<file path="config.mk">
export PLATFORM = sky130hd
export DESIGN_NAME = fifo_rr_arbiter
export DESIGN_NICKNAME = d
export VERILOG_FILES = /design/src/rtl/fifo_rr_arbiter.sv
export SDC_FILE = /design/constraint.sdc
export NUM_CORES = 1
export LEC_CHECK = 0
export CORE_AREA = 2 2 72 74
export DETAILED_ROUTE_END_ITERATION = 7
export DIE_AREA = 0 0 74 76
export SYNTH_ARGS = -nofsm -noshare
export SYNTH_HDL_FRONTEND = slang
export SYNTH_SLANG_ARGS = --single-unit
</file>
<file path="constraint.sdc">
create_clock -name clk -period 2.7 [get_ports clk]
set_input_delay 0.54 -clock clk [delete_from_list [all_inputs] [get_ports clk]]
set_output_delay 0.54 -clock clk [all_outputs]
set_load 0.03 [all_outputs]
</file>
<file path="src/rtl/fifo_rr_arbiter.sv">
// Round-robin arbiter that pops four upstream FIFOs into one downstream stage.
// Two-stage pipeline: the grant registers the source, then the next edge captures its read data.
module fifo_rr_arbiter #(
    parameter int BUS_SIZE = 5
) (
    input  logic                clk,
    input  logic                reset,
    input  logic [3:0]          empty,
    input  logic [BUS_SIZE-1:0] data_in0,
    input  logic [BUS_SIZE-1:0] data_in1,
    input  logic [BUS_SIZE-1:0] data_in2,
    input  logic [BUS_SIZE-1:0] data_in3,
    input  logic                valid_in0,
    input  logic                valid_in1,
    input  logic                valid_in2,
    input  logic                valid_in3,
    input  logic                pause_out,
    output logic [3:0]          pop,
    output logic                push_out,
    output logic [BUS_SIZE-1:0] data_out,
    output logic [1:0]          sel_out,
    output logic [7:0]          fwd_count,
    output logic [7:0]          drop_count,
    output logic                busy
);

    localparam int NUM_IN = 4;

    logic [1:0]          prio_q, prio_d;
    logic                s1_v_q, s1_v_d;
    logic [1:0]          s1_sel_q, s1_sel_d;
    logic                push_out_q, push_out_d;
    logic [BUS_SIZE-1:0] data_out_q, data_out_d;
    logic [1:0]          sel_out_q, sel_out_d;
    logic [7:0]          fwd_count_q, fwd_count_d;
    logic [7:0]          drop_count_q, drop_count_d;

    logic                grant_v;
    logic [1:0]          grant_idx;
    logic [1:0]          scan_idx;
    logic [BUS_SIZE-1:0] sel_data;
    logic                sel_valid;

    // Scan starts at prio and wraps; the first non-empty FIFO wins.
    always_comb begin
        grant_v   = 1'b0;
        grant_idx = 2'd0;
        scan_idx  = 2'd0;
        pop       = 4'b0000;
        if (!reset && !pause_out) begin
            for (int k = 0; k < NUM_IN; k++) begin
                scan_idx = prio_q + 2'(k);
                if (!grant_v && !empty[scan_idx]) begin
                    grant_v   = 1'b1;
                    grant_idx = scan_idx;
                end
            end
        end
        if (grant_v) begin
            pop[grant_idx] = 1'b1;
        end
    end

    // Read data from the FIFO popped last cycle.
    always_comb begin
        sel_data  = data_in0;
        sel_valid = valid_in0;
        case (s1_sel_q)
            2'd0: begin sel_data = data_in0; sel_valid = valid_in0; end
            2'd1: begin sel_data = data_in1; sel_valid = valid_in1; end
            2'd2: begin sel_data = data_in2; sel_valid = valid_in2; end
            default: begin sel_data = data_in3; sel_valid = valid_in3; end
        endcase
    end

    always_comb begin
        prio_d       = prio_q;
        s1_v_d       = grant_v;
        s1_sel_d     = s1_sel_q;
        push_out_d   = 1'b0;
        data_out_d   = data_out_q;
        sel_out_d    = sel_out_q;
        fwd_count_d  = fwd_count_q;
        drop_count_d = drop_count_q;

        if (grant_v) begin
            prio_d   = grant_idx + 2'd1;
            s1_sel_d = grant_idx;
        end

        if (s1_v_q) begin
            data_out_d = sel_data;
            sel_out_d  = s1_sel_q;
            push_out_d = sel_valid;
            // Tag-0 words are consumed from the FIFO but never forwarded.
            if (sel_valid) begin
                fwd_count_d = fwd_count_q + 8'd1;
            end else begin
                drop_count_d = drop_count_q + 8'd1;
            end
        end
    end

    always_ff @(posedge clk) begin
        if (reset) begin
            prio_q       <= 2'd0;
            s1_v_q       <= 1'b0;
            s1_sel_q     <= 2'd0;
            push_out_q   <= 1'b0;
            data_out_q   <= '0;
            sel_out_q    <= 2'd0;
            fwd_count_q  <= 8'd0;
            drop_count_q <= 8'd0;
        end else begin
            prio_q       <= prio_d;
            s1_v_q       <= s1_v_d;
            s1_sel_q     <= s1_sel_d;
            push_out_q   <= push_out_d;
            data_out_q   <= data_out_d;
            sel_out_q    <= sel_out_d;
            fwd_count_q  <= fwd_count_d;
            drop_count_q <= drop_count_d;
        end
    end

    assign push_out   = push_out_q;
    assign data_out   = data_out_q;
    assign sel_out    = sel_out_q;
    assign fwd_count  = fwd_count_q;
    assign drop_count = drop_count_q;
    assign busy       = s1_v_q | push_out_q;

endmodule

</file>
==> flow_summary.toml, run 1 <==
[outcome]
outcome = "finished clean"

[logic_synthesis]
synth-edff-count = 0
synth_area_leader_cell = "dfxtp_1"
avgSynthCellArea_um2 = 9.723
synth_top_area_share_pct = 38.03
yosys_warnings = 0
synth_area_leaders = "dfxtp_1, mux4_1, nor2_1"
syn_nets = 194
synth_area_mm2 = 0.001526
netlist_instances = 157
synth.most_common_cell = "dfxtp_1"
synth_common_cells = "dfxtp_1, nor2_1, inv_1"
synth-async-reset-ratio_pct = 0
synth-seq-cells = 29
yosys_most_used_dff = "dfxtp_1"
yosysSeqAreaShare_pct = 38.03
ys_types = 39

[global_routing]
grt_start_max_net_pins = 18
overflow = 0
grt_pass1_vias = 1359
antenna_found_initial = 0
grt_pass1_wl_mm = 6.141
grt_util_all_layers_pct = 13.82

[place]
dp_cells = 294
dpl_cell_area_mm2 = 0.002267
gp_congestion = 0.7389
hpwl_mm = 2.681
portBuffers = 59

[drt]
vias = 1390
drc = 0
first_pass_iters = 3
drt-total-wl_mm = 3.567
drt-initial-drc-count = 81
antenna_left = 0
via_per_inst = 4.603
wl_per_cell_um = 11.81

[min_path]
hold_class = "reg -> reg"
whs_path_depth = 2

[critical_path]
path_class = "in -> out"
crit_path_max_fanout = 4
r2r_cells = 4
cp.arrival_ns = 2.05
end_kind = "output pin"
startpoint_type = "input pin"
required_ns = 2.16

[floorplanning]
core_mm2 = 0.004912
placementRows = 26
die_area_mm2 = 0.005624
fp.dieW_um = 74
die_y_um = 76
start_util_pct = 31.07
pin_count = 60

[cells_and_area]
fill_cells = 478
stdcell_count = 302
design_area_mm2 = 0.002409
drive_gt1_share_pct = 19.40
fin_util_pct = 49.03
layout.nets = 268
num_antenna_cells = 0
syn_to_final_growth_pct = 57.79

[timing]
rsz0062_at_grt = "no"
max-slew-margin-rel_pct = 78.25
worst_pin_slew_ns = 0.3257
hold_violations = 0
setup_viol = 0
fmax_mhz = 386.8
post-route-period-util_pct = 95.74
fin_crit_ns = 2.585
slew_violations = 0
timing.hold.ws_ns = 0.4987
fin_skew_ns = 0.009800

[cts]
path_clk_slew_ns = 0.07
worstSkewPairLatency_ns = 0.28
clock_sinks = 29
cts-root-buf = "clkbuf_8"
tritoncts = "yes"
cts_buffers = 5
cts_buffer_depth = 2
cts_hold_buf = 0
cts_max_level = 2

[run]
maxCapViolCount = 0

[pwr]
p_leak_nw = 0.9328
p_per_area_mw_per_mm2 = 468.2
irDropWorstVdd_mv = 0.3380
==> stage by stage <==
step                      power, mW  TNS [ns]  setup slack (ns)
after floorplan              0.5772         0           0.09714
after global placement       0.6747    -1.713           -0.6952
after detailed placement     0.6757    -1.877           -0.7419
after CTS                     1.145         0          0.005223
after global routing          1.186         0           0.03548
final                         1.128         0            0.1149
==> worst max-delay path, stage by stage <==
cell and delay [ns]:
dlygate4sd2_1 0.27, a311o_1 0.36, a211oi_2 0.23, inv_1 0.10, buf_6 0.12, ha_2 0.17, and2_4 0.13, buf_6 0.13
==> path summary, 6_finish.rpt <==
path	startpoint	end	slack (ns)
max	reset	pop[2]	0.11
min	data_out[0]	data_out[0]	0.50
max reg2reg	s1_sel_q[1]	fwd_count[7]	0.89
min reg2reg	data_out[0]	data_out[0]	0.50
==> flip-flops by register name, indices dropped and copies added (netlist names) <==
register    flops
push_out        1
fwd_count       8
prio_q          2
drop_count      8
s1_sel_q        2
sel_out         2
data_out        5
s1_v_q          1
==> routing by layer <==
metal	part of all wire, %	global-route usage, %	routed length (um)
met1	42	16.87	1495
met2	51	22.86	1828
met3	5.4	4.101	194
met4	1.4	4.545	49
met5	0	0	0
==> area by class of cell <==
class / count / area [um^2] / share of cell area [%]
Tap cell: 70 / 87.58 / 3.636
Clock inverter: 1 / 30.03 / 1.247
Sequential cell: 29 / 580.6 / 24.10
Timing Repair Buffer: 74 / 686.9 / 28.52
Inverter: 9 / 33.78 / 1.403
Clock buffer: 7 / 86.33 / 3.584
Multi-Input combinational cell: 112 / 903.4 / 37.51
==> power by group <==
group | internal, mW | switching (mW) | total, mW
logic | 0.115 | 0.0948 | 0.210
registers | 0.444 | 0.0148 | 0.458
clock network | 0.300 | 0.159 | 0.460
==> cell usage in the layout, fill, tap and decap left out, drive strengths merged, types with 6 or more instances in the layout <==
master / instances
clkdlybuf4s50: 49
dfxtp: 29
nor2: 22
buf: 21
inv: 9
clkbuf: 9
mux2i: 7
nand3: 7
xnor2: 7
mux4: 6
ha: 6
==> repair_timing <==
item | CTS | global route
resized for setup | 25 | 10
buffers inserted | 1 | 0
pin swaps | 4 | 4
endpoints found under the setup margin | 4 | 4
==> cells by family (layout without fill, tap and decap cells) <==
| logic type | Yosys count | after routing | synth area share [%] |
|---|---|---|---|
| adder cells (fa/ha/maj) | 6 | 6 | 4.918 |
| AND/OR/NAND/NOR | 61 | 61 | 21.39 |
| multiplexers | 13 | 13 | 14.67 |
| buffers and inverters | 16 | 91 | 4.999 |
| flip-flops | 29 | 29 | 38.03 |
| AO/OA/AOI/OAI | 20 | 20 | 9.099 |
| XOR/XNOR | 12 | 12 | 6.885 |
Power figures use the tool's default switching activity.
==> run 2, diff against run 1 <==
--- a/config.mk
+++ b/config.mk
@@ -5,9 +5,10 @@
 export SDC_FILE = /design/constraint.sdc
 export NUM_CORES = 1
 export LEC_CHECK = 0
-export CORE_AREA = 2 2 72 74
+export CORE_AREA = 2 2 52 102
+export CTS_CLUSTER_SIZE = 20
 export DETAILED_ROUTE_END_ITERATION = 7
-export DIE_AREA = 0 0 74 76
+export DIE_AREA = 0 0 54 104
 export SYNTH_ARGS = -nofsm -noshare
 export SYNTH_HDL_FRONTEND = slang
 export SYNTH_SLANG_ARGS = --single-unit
==> run 2 against run 1 <==
  * Total power shrank 5.4%
  * First-iteration DRC count shrank 88%
  * Largest cell class unchanged
  * Worst hold slack lost 0.0018 ns
  * Highest routed layer unchanged
  * Non-clock buffer count grew 3
  * Clock skew shrank 0.0049 ns
  * Critical endpoint unchanged
  * Sequential power is essentially flat
  * Register-to-register slack gained 0.07 ns
  * Critical path type unchanged
  * Utilization grew 1.2 points
  * Sequential share of layout area shrank 0.33 points
  * Cell area grew 1.4%
==> flow_summary.toml, run 2 (synthesized netlist as in run 1, its figures left out) <==
[timing]
setup_viol = 0
post-route-period-util_pct = 95.60
max-slew-margin-rel_pct = 76.74
slew_violations = 0
fin_tns_setup_ns = 0
hold_violations = 0
worst_pin_slew_ns = 0.3478
fmax_mhz = 387.4
fin_skew_ns = 0.004851
worst_slack_ns = 0.1188
fin_crit_ns = 2.581

[run]
maxCapViolCount = 0

[cts]
cts-root-buf = "clkbuf_8"
tritoncts = "yes"
cts_max_level = 2
cts_buffers = 5
worstSkewPairLatency_ns = 0.28
cts_buffer_depth = 2
cts_hold_buf = 0
clock_sinks = 29
path_clk_slew_ns = 0.06

[floorplanning]
placementRows = 36
fp.dieW_um = 54
core_mm2 = 0.004865
die_area_mm2 = 0.005616
die_y_um = 104
start_util_pct = 31.38
pin_count = 60

[drt]
first_pass_iters = 4
via_per_inst = 4.894
drc = 0
drt-total-wl_mm = 3.916
wl_per_cell_um = 13.41
vias = 1429
antenna_left = 0
drt-initial-drc-count = 10

[place]
gp_congestion = 0.7947
portBuffers = 59
dpl_cell_area_mm2 = 0.002258
place_ws_ns = -0.7535
hpwl_mm = 3.008

[critical_path]
crit_path_max_fanout = 6
end_kind = "output pin"
startpoint_type = "input pin"
cp.arrival_ns = 2.04
r2r_cells = 4
reg2reg_from = "s1_sel_q[0]"
path_class = "in -> out"
required_ns = 2.16
r2r-end = "drop_count[5]"
reg2reg_slack_ns = 0.96

[cells_and_area]
mostFrequentLayoutCells = "clkdlybuf4s50_1, dfxtp_1, nor2_1"
layout.nets = 271
syn_to_final_growth_pct = 60.00
design_area_mm2 = 0.002442
drive_gt1_share_pct = 22.55
num_antenna_cells = 0
final_common_cell = "clkdlybuf4s50_1"

[global_routing]
gr-usage-met1_pct = 14.97
grt_start_max_net_pins = 22
use_met2_pct = 28.22
grt_use_met3_pct = 2.874
overflow = 0
antenna_found_initial = 0
busiest_layer = "met2"
grt_pass1_wl_mm = 6.403
grt_util_all_layers_pct = 15.43
grt_pass1_vias = 1417

[pwr]
p_per_area_mw_per_mm2 = 437.0
irDropWorstVdd_mv = 0.3394
p_leak_nw = 0.9448

[min_path]
holdPathEnd = "data_out[4]"
hold_start = "data_out[4]"
hold_class = "reg -> reg"
whs_path_depth = 2

[outcome]
outcome = "finished clean"
run 2: changes by cell type in the layout (fill, tap and decap cells not counted), sizes merged:
| cell | change |
|---|---|
| buf | +2 |
| bufinv | -1 |
| clkdlybuf4s15 | +1 |
| clkinv | +1 |
run 2: final cells by class:
class                   count  area, um^2
clock buffers               7       96.34
clock inverters             1       5.005
fillers                   494        2422
inverters                   9       33.78
multi-input cells         112       933.4
flip-flops and latches     29       580.6
well taps                  57       71.32
repair buffers             77       721.9
run 2: report_power, final:
part | internal [mW] | total (mW) | switching (mW)
clock network | 0.230 | 0.390 | 0.160
logic | 0.120 | 0.221 | 0.101
registers | 0.444 | 0.456 | 0.0126
run 2: worst max-delay path, cell delays in order:
cell,delay [ns]
clkdlybuf4s15_2,0.26
nand2b_4,0.06
a221o_1,0.30
a221oi_2,0.30
buf_4,0.20
ha_4,0.13
and2_4,0.13
buf_6,0.12
run 2: metrics by stage:
step	util [%]	instances	total power, mW	hold slack, ns
2_1_floorplan	-	157	0.5772	0.4991
3_3_place_gp	46.42	282	0.6788	0.4720
3_5_place_dp	46.42	282	0.6800	0.4833
4_1_cts	49.23	290	1.079	0.5015
5_1_grt	50.21	292	1.120	0.5243
6_report	50.21	292	1.067	0.4969
run 2: worst max path at each step:
stage / from / to / cells after the start
floorplan: empty[3] / pop[0] / 6
global placement: empty[0] / pop[0] / 8
detailed placement: empty[0] / pop[0] / 8
CTS: empty[2] / pop[0] / 8
global route: empty[0] / pop[2] / 8
finish: empty[0] / pop[2] / 8
run 2: layer usage:
metal | up-vias | part of all wire (%)
met3 | 11 | 3.2
met2 | 35 | 59
met5 | - | 0
met1 | 670 | 35
li1 | 713 | -
met4 | 0 | 3.4
run 2: timing repair:
| item | CTS | global route |
|---|---|---|
| buffers inserted | 1 | 2 |
| hold endpoints to repair | 0 | 0 |
| setup endpoints to repair | 4 | 4 |
| pin swaps | 4 | 7 |
| resized for setup | 24 | 19 |
==> run 3, diff against run 2 <==
--- a/config.mk
+++ b/config.mk
@@ -5,10 +5,12 @@
 export SDC_FILE = /design/constraint.sdc
 export NUM_CORES = 1
 export LEC_CHECK = 0
+export ABC_CLOCK_PERIOD_IN_PS = 2700
 export CORE_AREA = 2 2 52 102
 export CTS_CLUSTER_SIZE = 20
 export DETAILED_ROUTE_END_ITERATION = 7
 export DIE_AREA = 0 0 54 104
+export PLACE_DENSITY = 0.65
 export SYNTH_ARGS = -nofsm -noshare
 export SYNTH_HDL_FRONTEND = slang
 export SYNTH_SLANG_ARGS = --single-unit
==> run 3 against run 2 <==
  * Setup slack got worse by 0.020 ns
  * Combinational power fell by 2%
  * Final cell count down 0.34%
  * Critical endpoint is now pop[1]
  * Cell area is 2.0% lower
  * Clock skew is essentially flat
  * Global-route usage about the same
==> flow_summary.toml, run 3 (synthesized netlist as in run 1, its figures left out) <==
[floorplanning]
placementRows = 36
fp.dieW_um = 54
pin_count = 60
start_util_pct = 31.38
die_area_mm2 = 0.005616
core_mm2 = 0.004865
die_y_um = 104

[drt]
vias = 1419
first_pass_iters = 4
via_per_inst = 4.876
drt-total-wl_mm = 3.815
drc = 0
antenna_left = 0
wl_per_cell_um = 13.11
drt-initial-drc-count = 19

[global_routing]
overflow = 0
antenna_found_initial = 0
grt_util_all_layers_pct = 15.39
grt_pass1_vias = 1506
grt_pass1_wl_mm = 6.458
grt_start_max_net_pins = 27

[timing]
max-slew-margin-rel_pct = 77.72
fin_skew_ns = 0.005115
fin_tns_setup_ns = 0
setup_viol = 0
post-route-period-util_pct = 96.34
fin_crit_ns = 2.601
worst_slack_ns = 0.09879
hold_violations = 0
fmax_mhz = 384.4
worst_pin_slew_ns = 0.3331
slew_violations = 0

[cells_and_area]
final_common_cell = "clkdlybuf4s50_1"
final-seq-area_um2 = 580.6
layout.nets = 270
drive_gt1_share_pct = 20.94
mostFrequentLayoutCells = "clkdlybuf4s50_1, dfxtp_1, nor2_1"
fill_cells = 472
multi_input_area_um2 = 918.4
num_antenna_cells = 0
stdcell_count = 291
syn_to_final_growth_pct = 56.80

[pwr]
p_leak_nw = 0.9306
p_per_area_mw_per_mm2 = 421.0
p_total_mw = 1.008
irDropWorstVdd_mv = 0.3707

[min_path]
whs_path_depth = 2
hold_class = "reg -> reg"
hold_start = "data_out[0]"
holdPathEnd = "data_out[0]"

[place]
gp_congestion = 0.7729
hpwl_mm = 2.906
dp_cells = 282
place_ws_ns = -0.7265
portBuffers = 59

[cts]
path_clk_slew_ns = 0.06
clock_sinks = 29
cts_max_level = 2
cts_hold_buf = 0
cts-root-buf = "clkbuf_8"
cts_buffer_depth = 2
worstSkewPairLatency_ns = 0.27
cts_buffers = 5
tritoncts = "yes"

[critical_path]
startpoint_type = "input pin"
required_ns = 2.16
path_class = "in -> out"
reg2reg_from = "s1_sel_q[0]"
end_kind = "output pin"
cp.arrival_ns = 2.06
r2r-end = "drop_count[6]"
r2r_cells = 4
reg2reg_slack_ns = 0.97
crit_path_max_fanout = 5
cp-startpoint = "empty[1]"

[run]
maxCapViolCount = 0

[outcome]
outcome = "finished clean"
[run 3: cell types whose count changed in the layout (fill, tap and decap cells not counted), sizes merged]
cell,before,now
buf,23,24
clkbuf,9,7
clkinv,1,2
dlygate4sd2,1,0
[run 3: what timing repair did]
action,CTS,global route
gates resized for setup,33,8
setup buffers,1,1
pin swaps,5,4
endpoints found under the setup margin,4,4
[run 3: worst max-delay path by stage]
stage / cells past startpoint / end
floorplan: 6 / pop[0]
global placement: 8 / pop[0]
detailed placement: 8 / pop[0]
CTS: 9 / pop[1]
global route: 8 / pop[2]
finish: 9 / pop[1]
[run 3: critical path, stage by stage]
cell and delay [ns]:
buf_2 0.12, nand2b_4 0.14, a221o_1 0.33, a221oi_2 0.29, inv_1 0.11, buf_6 0.13
ha_4 0.14, and2_4 0.13, buf_6 0.13
[run 3: per-stage QoR]
step,utilization (%),hold WS [ns],area (um^2)
2_1_floorplan,-,0.4991,1526
3_3_place_gp,46.42,0.4727,2258
3_5_place_dp,46.42,0.4827,2258
4_1_cts,49.25,0.5018,2396
5_1_grt,49.20,0.5318,2394
6_report,49.20,0.4917,2394
[run 3: power by group]
| group | internal, mW | total, mW | leakage (nW) | switching [mW] |
|---|---|---|---|---|
| registers | 0.444 | 0.456 | 0.236 | 0.0124 |
| logic | 0.117 | 0.217 | 0.650 | 0.0999 |
| clock network | 0.178 | 0.335 | 0.0450 | 0.157 |
| total | 0.739 | 1.01 | 0.931 | 0.269 |
[run 3: metal layers]
metal | routed length, um | share of wire [%] | global-route usage [%]
met1 | 1323 | 35 | 14.29
met2 | 2255 | 59 | 28.22
met3 | 125 | 3.3 | 3.736
met4 | 111 | 2.9 | 8.214
met5 | 0 | 0 | 0
[run 3: cell type report]
cell class / count / area share (%)
Multi-Input combinational cell: 112 / 38.37
Timing Repair Buffer: 76 / 29.53
Sequential cell: 29 / 24.26
Clock buffer: 6 / 3.032
Tap cell: 57 / 2.980
Inverter: 9 / 1.411
Clock inverter: 2 / 0.4182
